==> src/rtl/rx_iq_byte_packer.sv <==
// Receive-path I/Q byte packer: queues 24-bit I/Q sample pairs from the FIR
// output in a small FIFO and serializes each pair as six bytes, MSB first,
// I before Q, over a valid/ready byte stream.
module rx_iq_byte_packer #(
  parameter int unsigned DEPTH = 4
) (
  input  logic                      clock,
  input  logic                      reset,
  input  logic                      in_strobe,
  input  logic [23:0]               in_I,
  input  logic [23:0]               in_Q,
  output logic [7:0]                out_data,
  output logic                      out_valid,
  input  logic                      out_ready,
  output logic                      out_last,
  output logic [$clog2(DEPTH):0]    level,
  output logic                      overflow,
  input  logic                      clear_ovf
);

  localparam int unsigned AW = $clog2(DEPTH);
  localparam int unsigned LW = AW + 1;
  localparam logic [LW-1:0] FullLevel = LW'(DEPTH);

  typedef enum logic {StIdle, StSend} state_e;

  state_e         state_q, state_d;
  logic [2:0]     idx_q, idx_d;
  logic [AW-1:0]  wr_ptr_q, rd_ptr_q;
  logic [LW-1:0]  level_q;
  logic [47:0]    shreg_q;
  logic           overflow_q;
  logic [47:0]    mem [DEPTH];

  logic           full;
  logic           wr_en;
  logic           drop;
  logic           pop;

  // Full test uses the pre-edge level, so a same-cycle pop never makes room.
  assign full  = (level_q == FullLevel);
  assign wr_en = in_strobe && !full;
  assign drop  = in_strobe && full;

  // Serializer state register.
  always_ff @(posedge clock) begin
    if (reset) begin
      state_q <= StIdle;
      idx_q   <= 3'd0;
    end else begin
      state_q <= state_d;
      idx_q   <= idx_d;
    end
  end

  // Serializer next state: load from the FIFO when idle, or back-to-back after the last byte.
  always_comb begin
    state_d = state_q;
    idx_d   = idx_q;
    pop     = 1'b0;
    unique case (state_q)
      StIdle: begin
        if (level_q != '0) begin
          pop     = 1'b1;
          state_d = StSend;
          idx_d   = 3'd0;
        end
      end
      StSend: begin
        if (out_ready) begin
          if (idx_q == 3'd5) begin
            idx_d = 3'd0;
            if (level_q != '0) begin
              pop = 1'b1;
            end else begin
              state_d = StIdle;
            end
          end else begin
            idx_d = idx_q + 3'd1;
          end
        end
      end
    endcase
  end

  // Serializer outputs: byte select from the shift register, zeroed while idle.
  always_comb begin
    out_valid = 1'b0;
    out_data  = 8'h00;
    out_last  = 1'b0;
    if (state_q == StSend) begin
      out_valid = 1'b1;
      out_last  = (idx_q == 3'd5);
      case (idx_q)
        3'd0:    out_data = shreg_q[47:40];
        3'd1:    out_data = shreg_q[39:32];
        3'd2:    out_data = shreg_q[31:24];
        3'd3:    out_data = shreg_q[23:16];
        3'd4:    out_data = shreg_q[15:8];
        3'd5:    out_data = shreg_q[7:0];
        default: out_data = 8'h00;
      endcase
    end
  end

  // Sample storage; contents need no reset because level gates every read.
  always_ff @(posedge clock) begin
    if (!reset && wr_en) begin
      mem[wr_ptr_q] <= {in_I, in_Q};
    end
  end

  // FIFO pointers, occupancy, shift-register load and sticky overflow.
  always_ff @(posedge clock) begin
    if (reset) begin
      wr_ptr_q   <= '0;
      rd_ptr_q   <= '0;
      level_q    <= '0;
      shreg_q    <= '0;
      overflow_q <= 1'b0;
    end else begin
      if (wr_en) begin
        wr_ptr_q <= wr_ptr_q + 1'b1;
      end
      if (pop) begin
        rd_ptr_q <= rd_ptr_q + 1'b1;
        shreg_q  <= mem[rd_ptr_q];
      end
      unique case ({wr_en, pop})
        2'b10:   level_q <= level_q + 1'b1;
        2'b01:   level_q <= level_q - 1'b1;
        default: level_q <= level_q;
      endcase
      // A drop wins over a coincident clear.
      if (drop) begin
        overflow_q <= 1'b1;
      end else if (clear_ovf) begin
        overflow_q <= 1'b0;
      end
    end
  end

  assign level    = level_q;
  assign overflow = overflow_q;

endmodule

==> config.mk <==
export PLATFORM = sky130hd
export DESIGN_NAME = rx_iq_byte_packer
export DESIGN_NICKNAME = d
export VERILOG_FILES = /design/src/rtl/rx_iq_byte_packer.sv
export SDC_FILE = /design/constraint.sdc
export NUM_CORES = 1
export LEC_CHECK = 0
export ABC_AREA = 0
export BUFFER_PORTS_ARGS = -buffer_cell sky130_fd_sc_hd__buf_2
export CAP_MARGIN = 20
export CELL_PAD_IN_SITES_DETAIL_PLACEMENT = 1
export CELL_PAD_IN_SITES_GLOBAL_PLACEMENT = 2
export CORE_MARGIN = 4
export CORE_UTILIZATION = 41
export CTS_BUF_LIST = sky130_fd_sc_hd__clkbuf_8
export DETAILED_ROUTE_END_ITERATION = 7
export PLACE_DENSITY_LB_ADDON = 0.1
export SETUP_SLACK_MARGIN = 0.2
export SYNTH_ARGS = -nofsm -noshare
export SYNTH_HDL_FRONTEND = slang
export SYNTH_SLANG_ARGS = --single-unit
==> constraint.sdc <==
create_clock -name clock -period 2.6 [get_ports clock]
set_clock_uncertainty 0.15 [all_clocks]
set_input_delay 0.13 -clock clock [delete_from_list [all_inputs] [get_ports clock]]
set_output_delay 0.13 -clock clock [all_outputs]
set_load 0.005 [all_outputs]
; Yosys cells after proc, flatten, opt, wreduce, memory -nomap -nowiden
; Memory sizes are Yosys's and may differ from the RTL's. A register that Yosys moved wholly into a read port is not among the register bits.
; Cells that the tools add are included.
; W data, S select, Z words.
[op_classes]
add_sub_neg = 5
n_eq_ne = 10
mux = 20
bitwise = 1
reduce_logical = 10
[ops]
columns = operator, count
row1 = $pmux W8 S6, 1
row2 = $pmux W3 S2, 2
row3 = $mux W1, 11
row4 = $eq A3 B3 Y1 const B, 3
row5 = $mux W3, 3
row6 = $mux W8, 1
row7 = $add A3 B1 Y3 const B, 2
row8 = $eq A3 B2 Y1 const B, 2
row9 = $add A2 B1 Y2 const B, 2
row10 = $ne A2 B2 Y1 const B, 2
row11 = $pmux W1 S2, 2
row12 = $reduce_bool A2 Y1, 2
row13 = $eq A3 B1 Y1 const B, 1
row14 = $logic_and A1 B1 Y1, 3
row15 = $logic_not A3 Y1, 1
row16 = $reduce_bool A3 Y1, 1
row17 = $sub A3 B1 Y3 const B, 1
row18 = $eq A2 B1 Y1 const B, 1
row19 = $eq A2 B2 Y1 const B, 1
row20 = $logic_not A1 Y1, 2
row21 = $reduce_and A2 Y1, 1
row22 = $not A1 Y1, 1
[word_totals]
register_bits = 12
ramBits = 192
in_bits = 53
out_inout_bits = 14
mem_count = 1
[mem_list]
columns = memory, depth, width, rd, rd_clocked_by_memory_dff, write_ports, line_no
row1 = mem, 4, 48, 1, 1, 1, 33  ; logic [47:0] mem [DEPTH];

; Depth between registers and ports, before layout
; Gate-level depths: netlist (run 1).
[depth]
depth_word = 7
depth_mapped = 9
ltp_nobuf = 8

; Least setup slack after synthesis (run 1)
; OpenSTA, ideal clock, no wires.
[synth_path]
path_kind = register to register
start = register level_q[0], in the netlist level[0]
end = memory mem[2][0], enable pin
setup_time_ns = 0.410
t_arrival_ns = 1.971
required_ns = 2.040
setup_slack_ns = 0.069
path_stages_with_launch = 4
n_path_buf = 0
period_less_slack_ns = 2.531
cell_sequence = dfxtp_1 > nor3b_1 > nor3_1 > and2_1
[synth_via]
elab_chain_cells = 6
[synth_lines]
columns = element, line_no
row1 = start: declaration, 30  ; logic [LW-1:0] level_q;
row2 = start signal: assignment, 130  ; 2'b10: level_q <= level_q + 1'b1;
row3 = start signal: assignment, 131  ; 2'b01: level_q <= level_q - 1'b1;
row4 = start signal: assignment, 132  ; default: level_q <= level_q;
row5 = $eq A3 B3 Y1, 41  ; assign full = (level_q == FullLevel);
row6 = $logic_not A1 Y1, 42  ; assign wr_en = in_strobe && !full;
row7 = $logic_and A1 B1 Y1, 42
row8 = $logic_and A1 B1 Y1, 108  ; if (!reset && wr_en) begin
row9 = $mux W1, 108
row10 = $mux W1 (not written as such), 109  ; mem[wr_ptr_q] <= {in_I, in_Q};
row11 = end: declaration, 33
; No other way between the ends.

; Final worst setup path (run 1)
[layout_path]
start = register idx_q[2]
end = output out_data[3]
[layout_via]
elab_chain_cells = 3
word_cells_on_any_way = 8
cone_classes = eq/ne (5) / mux (2) / reduce/logical (1)
[layout_lines]
columns = element, line_no
row1 = start: declaration, 28  ; logic [2:0] idx_q, idx_d;
row2 = start signal: assignment, 52  ; idx_q <= idx_d;
row3 = "$eq A3 B3 Y1, or another cell as far along", 94  ; case (idx_q)
row4 = $pmux W8 S6 *, 94
row5 = $mux W8 *, 91  ; if (state_q == StSend) begin
row6 = end: declaration, 12  ; output logic [7:0] out_data,
; Every way passes the cells marked *; elsewhere a longest branch is shown, timed or not.

==> metrics.txt, run 1 <==
outcome complete, no violations; leftover overflow at the end of global routing 0; antenna violations before repair 0; met2 Use GR 0.3148; detailed placer's ending HPWL 15,480 um; EDFF count, synth 192; Nets 921; total CTS buffers 44; maximum number of pins on one net before global-route repair 59; fraction of final layout cells sized beyond drive strength 1 0.2707; mean post-synth cell area 14.74 um^2; leakage power 4.478 nW; post-route ant nets 0; fmax 407.1 MHz; number of H-tree levels 2; normalized max-slew margin 0.3838; setup violation total in the final timing report 0; clk slew on worst S/H paths 0.06 ns; maximum fanout along the worst path 4; slew at the pin with the worst max-slew slack 0.9243 ns; remaining design rule violation count 0; clock tree from TritonCTS yes; critical path class flip-flop to output port; Via Count 6,798; total detailed-routing wirelength 26,510 um; WP data required 2.32 ns; Fill cells 2,507; total inserted antenna cells 0; CP startpoint kind flip-flop; Final Util 0.5121; die extent in y 168.7 um; dominant register cell in the synthesized netlist edfxtp_1; number of distinct library cell variants in the gate-level netlist after synthesis 44; row count 58; tightest hold margin 0.1905 ns; total track usage 0.1876; biggest area consumer among synthesized cells edfxtp_1; wire length of the first global-routing pass 41,700 um; number of vias per cell 5.554; largest cells by area after synthesis edfxtp_1 54%, dfxtp_1 11%, mux4_2 11%; fin. max-slew vios 0; FFs w/ async S/R, synth 0; Warnings, synthesis 0; hold crit path type input pin to flip-flop; Num Clock Sinks 252; Die X 168.7 um; Power per Cell Area 929.7 nW/um^2; Core ar. 25,250 um^2; overall power after layout 0.01202 W; Avg WL per Cell 21.66 um; first drt pass iteration count 7; Most Used Layer, Global Route met2; Final period util 0.9448; total of max-cap violations 0; initial cell density of the core 0.4191; Tmin final 2.457 ns; setup repair after global routing missed its margin yes; synthesized netlist net count 778; Area growth syn-to-layout 22.19%; count of routing violations after the opening detailed-route iteration 416; area of the mapped netlist 10,580 um^2; arrival time at the worst endpoint 2.18 ns; met3 GRT Util 0.03246; Buffers on Ports 66; Final Hold Viols 0; GP Congestion 0.7707; number of instances in the synthesized netlist 718; vias in the first global route 7,230; die footprint 28,450 um^2; cell at the root of the clock tree clkbuf_8; setup TNS 0 ns; clock tree buffer depth 3; element type at the critical path end output port; boundary pin count 67; share of the synthesized area in the top cell type 0.5447; worst-skew pair later-pin latency 0.53 ns; register bit total from synthesis 252; maximum resistive drop on vdd 0.5802 mV; global-route track usage on met1 0.2527; sequential element share of the synthesized area 0.6582
## cell usage after synthesis, drive strengths merged (6+ instances only)
| master | n |
|---|---|
| nand2 | 56 |
| nor2 | 14 |
| ha | 6 |
| dfxtp | 60 |
| mux4 | 52 |
| clkbuf | 31 |
| inv | 12 |
| o2111ai | 48 |
| a21oi | 11 |
| buf | 31 |
| nand3 | 99 |
| nor2b | 52 |
| edfxtp | 192 |
## metrics by stage
step / setup slack [ns] / area (um^2) / std cells
after floorplan: 0.2847 / 10590 / 718
after detailed placement: 0.1830 / 11230 / 1071
final: 0.1434 / 12930 / 1224
after CTS: 0.08914 / 12760 / 1211
after global placement: 0.2597 / 11230 / 1071
after global routing: 0.03632 / 12930 / 1224
## per-layer routing
| metal | part of all wire | vias up |
|---|---|---|
| li1 | - | 3112 |
| met1 | 0.45 | 3490 |
| met2 | 0.49 | 156 |
| met3 | 0.041 | 40 |
| met4 | 0.020 | 0 |
| met5 | 0 | - |
## cells by family after synthesis
family | after synthesis | share of synthesized area
DFF | 252 | 0.6582
and+or+nand+nor | 239 | 0.1153
AOI/OAI and AO/OA | 86 | 0.06443
buffers and inverters | 74 | 0.03476
muxes | 58 | 0.1167
adders and majority gates | 7 | 0.008984
xor gates and xnor gates | 2 | 0.001655
## state kept, by name (all words and copies together), names as in the netlist
signal    count
shreg_q      48
state_q       1
overflow      1
rd_ptr_q      2
mem         192
level         3
idx_q         3
wr_ptr_q      2
## final timing paths
check                                  end  slack, ns                     start  depth (start not counted)
hold / removal        mem[2][31]$_DFFE_PP_       0.19                   in_I[7]                          2
setup reg to reg     level[2]$_SDFFE_PP0P_       0.31     level[0]$_SDFFE_PP0P_                          8
hold reg to reg   wr_ptr_q[1]$_SDFFE_PP0P_       0.41  wr_ptr_q[1]$_SDFFE_PP0P_                          2
setup / recovery               out_data[3]       0.14     idx_q[2]$_SDFFE_PP0P_                          5
## layout by cell type (no fill, tap or decap), drive strengths merged, types with 6 or more instances in the layout
| cell | n |
|---|---|
| mux4 | 52 |
| o2111ai | 48 |
| buf | 105 |
| dfxtp | 60 |
| nor2b | 52 |
| nand2 | 56 |
| a21oi | 11 |
| nor2 | 14 |
| clkbuf | 45 |
| inv | 28 |
| dlygate4sd3 | 52 |
| ha | 6 |
| clkinv | 13 |
| nand3 | 99 |
| edfxtp | 192 |
## power breakdown
part	internal [W]	total (W)	switching [W]	leakage, nW
Clock	0.00180	0.00332	0.00152	0.468
Combinational	0.00139	0.00329	0.00190	1.77
Sequential	0.00496	0.00541	0.000456	2.24
## worst max-delay path, stage by stage, from the launching register on
cell and delay [ns]:
dfxtp_4 0.36, buf_12 0.11, mux4_2 0.53, a222oi_1 0.43, nor2_1 0.08, buf_2 0.14
## final cells by class
type / count / area [um^2] / area share
Sequential cell: 252 / 6987 / 0.5402
Multi-Input combinational cell: 392 / 3358 / 0.2597
Timing Repair Buffer: 159 / 1316 / 0.1018
Clock buffer: 45 / 619.3 / 0.04789
Tap cell: 330 / 412.9 / 0.03193
Clock inverter: 34 / 190.2 / 0.01471
Inverter: 12 / 48.80 / 0.003773
## timing repair
item | 4_1_cts | 5_1_grt
gates cloned | 2 | 0
hold endpoints to repair | 201 | 0
resized for setup | 20 | 17
buffers inserted | 7 | 13
hold buffers | 52 | 0
setup endpoints to repair | 9 | 9
pin swaps | 4 | 9
No activity file was read; power rests on OpenSTA's default activity.
==> run 2, diff against run 1 <==
Settings changed: CORE_ASPECT_RATIO from default to 1.75.
==> metrics.txt, run 2 (synthesis gave the netlist of run 1 again) <==
maximum resistive drop on vdd 0.4285 mV (was 0.5802 mV); remaining design rule violation count 0 (unchanged); Via Count 6,775 (was 6,798); maximum fanout along the worst path 5 (was 4); boundary pin count 67 (unchanged); slew at the pin with the worst max-slew slack 0.9105 ns (was 0.9243 ns); WP data required 2.32 ns (about the same); detailed placer's ending HPWL 16,090 um (was 15,480 um); Area growth syn-to-layout 21.53% (was 22.19%); CP startpoint kind flip-flop (unchanged); Die X 129.5 um (was 168.7 um); peak per-stage delay on the critical path 0.54 ns (was 0.53 ns); die extent in y 220.5 um (was 168.7 um); Regs by FF count mem (192), shreg_q (48) (unchanged); clk slew on worst S/H paths 0.06 ns (about the same); register ranked first by flip-flop count mem (unchanged); total track usage 0.1984 (was 0.1876); setup TNS 0 ns (unchanged); clock tree buffer depth 3 (unchanged); clock tree from TritonCTS yes (unchanged); fmax 393.8 MHz (was 407.1 MHz); setup repair after global routing missed its margin yes (unchanged); count of routing violations after the opening detailed-route iteration 400 (was 416); initial cell density of the core 0.4177 (was 0.4191); Core ar. 25,340 um^2 (was 25,250 um^2); normalized max-slew margin 0.3930 (was 0.3838); most common library cell in the layout ignoring fill and taps edfxtp_1 (unchanged); total CTS buffers 38 (was 44); post-route cell area 12,860 um^2 (was 12,930 um^2); Nets 916 (was 921); fin. max-slew vios 0 (unchanged); arrival time at the worst endpoint 2.26 ns (was 2.18 ns); vias in the first global route 7,600 (was 7,230); hold crit path type input pin to flip-flop (unchanged); most frequent cells in the layout 192 x edfxtp_1, 99 x nand3_1, 66 x buf_2 (unchanged); row count 77 (was 58); Final Util 0.5076 (was 0.5121); Placement Cell Area 11,270 um^2 (was 11,230 um^2); Final Hold Viols 0 (unchanged); total detailed-routing wirelength 27,160 um (was 26,510 um); wire length of the first global-routing pass 43,280 um (was 41,700 um); final worst-path setup slack 0.06092 ns (was 0.1434 ns); number of vias per cell 5.636 (was 5.554); maximum number of pins on one net before global-route repair 60 (was 59); leftover overflow at the end of global routing 0 (unchanged); cell breakdown of the critical path buf_12 > mux4_2 > a222oi_1 > nor2_1 > buf_2 (unchanged); antenna violations before repair 0 (unchanged); Fill cells 2,526 (was 2,507); leakage power 4.436 nW (was 4.478 nW); fraction of final layout cells sized beyond drive strength 1 0.2765 (was 0.2707); outcome complete, no violations (unchanged); worst-skew pair later-pin latency 0.54 ns (was 0.53 ns); GP Congestion 0.8450 (was 0.7707); critical path class flip-flop to output port (unchanged); setup violation total in the final timing report 0 (unchanged); cell at the root of the clock tree clkbuf_8 (unchanged); Storage cell area 6987 um^2 (unchanged); total inserted antenna cells 0 (unchanged); number of H-tree levels 2 (unchanged); Tmin final 2.539 ns (was 2.457 ns); Avg WL per Cell 22.60 um (was 21.66 um); multi-input combinational cell area 3358 um^2 (unchanged); Critical Path Slowest Stage Cell mux4_2 (unchanged); die footprint 28,550 um^2 (was 28,450 um^2); Final period util 0.9766 (was 0.9448); Buffers on Ports 66 (unchanged); Power per Cell Area 923.5 nW/um^2 (was 929.7 nW/um^2); total of max-cap violations 0 (unchanged); flip-flop count of the largest register, all copies and words added 192 (unchanged); worst setup slack before clock tree synthesis 0.1267 ns (was 0.1830 ns); element type at the critical path end output port (unchanged); first drt pass iteration count 5 (was 7); Num Clock Sinks 252 (unchanged); post-route ant nets 0 (unchanged)
[run 2: changes by cell type in the layout (fill, tap and decap cells not counted), sizes merged]
cell,change
inv,-5
bufbuf,-1
clkinvlp,-1
buf,+1
dlygate4sd3,+1
clkbuf,-2
bufinv,-1
[run 2: where the power goes]
part	total [W]	switching [W]	internal (W)
combinational	0.00345	0.00200	0.00145
clock	0.00311	0.00149	0.00162
sequential	0.00532	0.000363	0.00495
total	0.0119	0.00386	0.00802
[run 2: per-layer routing]
metal / track usage / share of wire / vias to the layer above
met5: 0 / 0 / -
met4: 0.08738 / 0.041 / 0
met3: 0.03527 / 0.039 / 57
met2: 0.3473 / 0.53 / 133
met1: 0.2383 / 0.39 / 3488
li1: - / - / 3097
[run 2: worst max-delay path, delay by kind of cell, from the launching register on]
| kind | cells | cell delay (ns) |
|---|---|---|
| buffers and inverters | 2 | 0.25 |
| AO/OA/AOI/OAI | 1 | 0.48 |
| AND/OR/NAND/NOR | 1 | 0.09 |
| multiplexers | 1 | 0.54 |
| flip-flops | 1 | 0.36 |
[run 2: final cells by class]
class                           instances  area share
Sequential cell                       252      0.5432
Multi-Input combinational cell        392      0.2611
Timing Repair Buffer                  160      0.1043
Clock buffer                           43     0.04601
Tap cell                              316     0.03074
Clock inverter                         27     0.01060
Inverter                               12    0.004086
[run 2: per-stage QoR]
step	total power [W]	std cells	hold WS, ns
6_report	0.01188	1202	0.1863
4_1_cts	0.01202	1198	0.1506
3_3_place_gp	0.008525	1060	0.1883
3_5_place_dp	0.008629	1060	0.1967
5_1_grt	0.01262	1202	0.1695
2_1_floorplan	0.007511	718	0.07887
[run 2: worst paths after layout]
kind | cells after the start | endpoint | startpoint | slack, ns
max | 5 | out_data[2] | idx_q[2]$_SDFFE_PP0P_ | 0.06
max reg2reg | 8 | level[2]$_SDFFE_PP0P_ | level[0]$_SDFFE_PP0P_ | 0.26
min reg2reg | 2 | wr_ptr_q[0]$_SDFFE_PP0P_ | wr_ptr_q[0]$_SDFFE_PP0P_ | 0.38
min | 2 | mem[3][31]$_DFFE_PP_ | in_I[7] | 0.19
[run 2: repair_timing]
action | 4_1_cts | 5_1_grt
pin swaps | 6 | 3
hold endpoints to repair | 206 | 0
setup buffers | 14 | 4
cloned | 1 | 0
hold buffers | 53 | 0
endpoints found under the setup margin | 9 | 9
resized for setup | 29 | 10
==> run 3, diff against run 2 <==
Settings changed: PLACE_DENSITY from default to 0.77, PLACE_DENSITY_LB_ADDON 0.1 to default.
==> metrics.txt, run 3 (synthesis gave the netlist of run 1 again) <==
maximum fanout along the worst path 6 (was 5); Avg WL per Cell 23.12 um (was 22.60 um); Buffers on Ports 66 (unchanged); normalized max-slew margin 0.3330 (was 0.3930); vias in the first global route 7,536 (was 7,600); Num Clock Sinks 252 (unchanged); Die X 129.5 um (unchanged); clk slew on worst S/H paths 0.07 ns (was 0.06 ns); hold crit path type input pin to flip-flop (unchanged); fraction of final layout cells sized beyond drive strength 1 0.2523 (was 0.2765); Via Count 6,672 (was 6,775); register ranked first by flip-flop count mem (unchanged); worst hold stages 3 (was 2); number of vias per cell 5.635 (was 5.636); boundary pin count 67 (unchanged); most common library cell in the layout ignoring fill and taps edfxtp_1 (unchanged); GP Congestion 0.8642 (was 0.8450); total detailed-routing wirelength 27,380 um (was 27,160 um); Core ar. 25,340 um^2 (unchanged); leakage power 4.330 nW (was 4.436 nW); die footprint 28,550 um^2 (unchanged); setup TNS 0 ns (unchanged); Tmin final 2.467 ns (was 2.539 ns); antenna violations before repair 0 (unchanged); maximum number of pins on one net before global-route repair 63 (was 60); Final period util 0.9489 (was 0.9766); Regs by FF count mem (192), shreg_q (48) (unchanged); worst-skew pair later-pin latency 0.54 ns (about the same); outcome complete, no violations (unchanged); element type at the critical path end output port (unchanged); clock tree from TritonCTS yes (unchanged); cell at the root of the clock tree clkbuf_8 (unchanged); Nets 900 (was 916); critical register-to-register path startpoint level[1]$_SDFFE_PP0P_ (was level[0]$_SDFFE_PP0P_); reg2reg path depth 8 (unchanged); detailed placer's ending HPWL 16,990 um (was 16,090 um); fmax 405.3 MHz (was 393.8 MHz); fin. max-slew vios 0 (unchanged); remaining design rule violation count 0 (unchanged); Final Util 0.5013 (was 0.5076); CP startpoint kind flip-flop (unchanged); Fill cells 2,472 (was 2,526); setup violation total in the final timing report 0 (unchanged); initial cell density of the core 0.4177 (unchanged); count of routing violations after the opening detailed-route iteration 434 (was 400); total of max-cap violations 0 (unchanged); Placement Cell Area 11,230 um^2 (was 11,270 um^2); critical path class flip-flop to output port (unchanged); WP data required 2.32 ns (about the same); total inserted antenna cells 0 (unchanged); number of H-tree levels 2 (unchanged); Storage cell area 6985 um^2 (was 6987 um^2); total track usage 0.2000 (was 0.1984); setup repair after global routing missed its margin yes (unchanged); post-route ant nets 0 (unchanged); Power per Cell Area 941.4 nW/um^2 (was 923.5 nW/um^2); Final Hold Viols 0 (unchanged); end of the worst register-to-register path level[2]$_SDFFE_PP0P_ (unchanged); clock tree buffer depth 3 (unchanged); die extent in y 220.5 um (unchanged); leftover overflow at the end of global routing 0 (unchanged); total CTS buffers 38 (unchanged); Hold Startpoint reset (was in_I[7]); worst-case register-to-register setup slack 0.28 ns (was 0.26 ns); maximum resistive drop on vdd 0.5331 mV (was 0.4285 mV); Area growth syn-to-layout 20.01% (was 21.53%); post-route cell area 12,700 um^2 (was 12,860 um^2); end of the worst hold path level[1]$_SDFFE_PP0P_ (was mem[3][31]$_DFFE_PP_); multi-input combinational cell area 3309 um^2 (was 3358 um^2); most frequent cells in the layout 192 x edfxtp_1, 99 x nand3_1, 66 x buf_2 (unchanged); row count 77 (unchanged); wire length of the first global-routing pass 43,700 um (was 43,280 um); arrival time at the worst endpoint 2.19 ns (was 2.26 ns); first drt pass iteration count 7 (was 5); slew at the pin with the worst max-slew slack 0.9990 ns (was 0.9105 ns); flip-flop count of the largest register, all copies and words added 192 (unchanged)
run 3: cell types whose count changed in the layout (fill, tap and decap cells not counted), sizes merged:
cell	previous run	this run
dlygate4sd3	53	52
buf	106	91
inv	23	17
clkbuf	43	40
bufinv	1	4
clkinv	13	17
run 3: what timing repair did:
item / in CTS / in global routing
hold buffers: 52 / 0
gates resized for setup: 16 / 9
gates cloned: 1 / 0
pin swaps: 3 / 2
setup endpoints to repair: 121 / 65
buffers inserted: 4 / 2
endpoints found under the hold margin: 199 / 0
run 3: per-stage QoR:
stage                     hold slack, ns  setup slack, ns  power, W  cells
after floorplan                  0.07887           0.2847  0.007511    718
after global placement            0.1896           0.2268  0.008450   1057
after detailed placement          0.1989           0.1476  0.008577   1057
after CTS                         0.1476          0.02770   0.01210   1182
after global routing              0.1629          0.03578   0.01260   1184
final                             0.1805           0.1328   0.01196   1184
run 3: worst max-delay path by stage:
| stage | cells past startpoint | endpoint | slack [ns] | from |
|---|---|---|---|---|
| after CTS | 5 | out_data[4] | 0.03 | idx_q[2]$_SDFFE_PP0P_ |
| after floorplan | 9 | level[2]$_SDFFE_PP0P_ | 0.28 | idx_q[1]$_SDFFE_PP0P_ |
| final | 5 | out_data[4] | 0.13 | idx_q[2]$_SDFFE_PP0P_ |
| after global routing | 5 | out_data[4] | 0.04 | idx_q[2]$_SDFFE_PP0P_ |
| after global placement | 8 | level[2]$_SDFFE_PP0P_ | 0.23 | level[0]$_SDFFE_PP0P_ |
| after detailed placement | 4 | mem[2][17]$_DFFE_PP_ | 0.15 | level[1]$_SDFFE_PP0P_ |
run 3: critical path, stage by stage, from the launching register on:
cell and delay (ns):
dfxtp_4 0.36, buf_12 0.12, mux4_2 0.53, a222oi_1 0.41, nor2_1 0.09, buf_2 0.14
run 3: power breakdown:
group / leakage [nW] / internal, W / switching, W
clock network: 0.414 / 0.00183 / 0.00154
logic: 1.68 / 0.00134 / 0.00189
registers: 2.24 / 0.00495 / 0.000404
run 3: metal layers:
metal	part of all wire	up-vias	global-route usage
li1	-	3058	-
met3	0.035	53	0.02850
met4	0.036	0	0.08252
met5	0	-	0
met1	0.38	3436	0.2372
met2	0.55	125	0.3613
run 3: cell type report:
cell class / instances / area share
Clock buffer: 40 / 0.04334
Clock inverter: 28 / 0.01773
Inverter: 12 / 0.003842
Multi-Input combinational cell: 392 / 0.2605
Sequential cell: 252 / 0.5499
Tap cell: 316 / 0.03113
Timing Repair Buffer: 144 / 0.09348
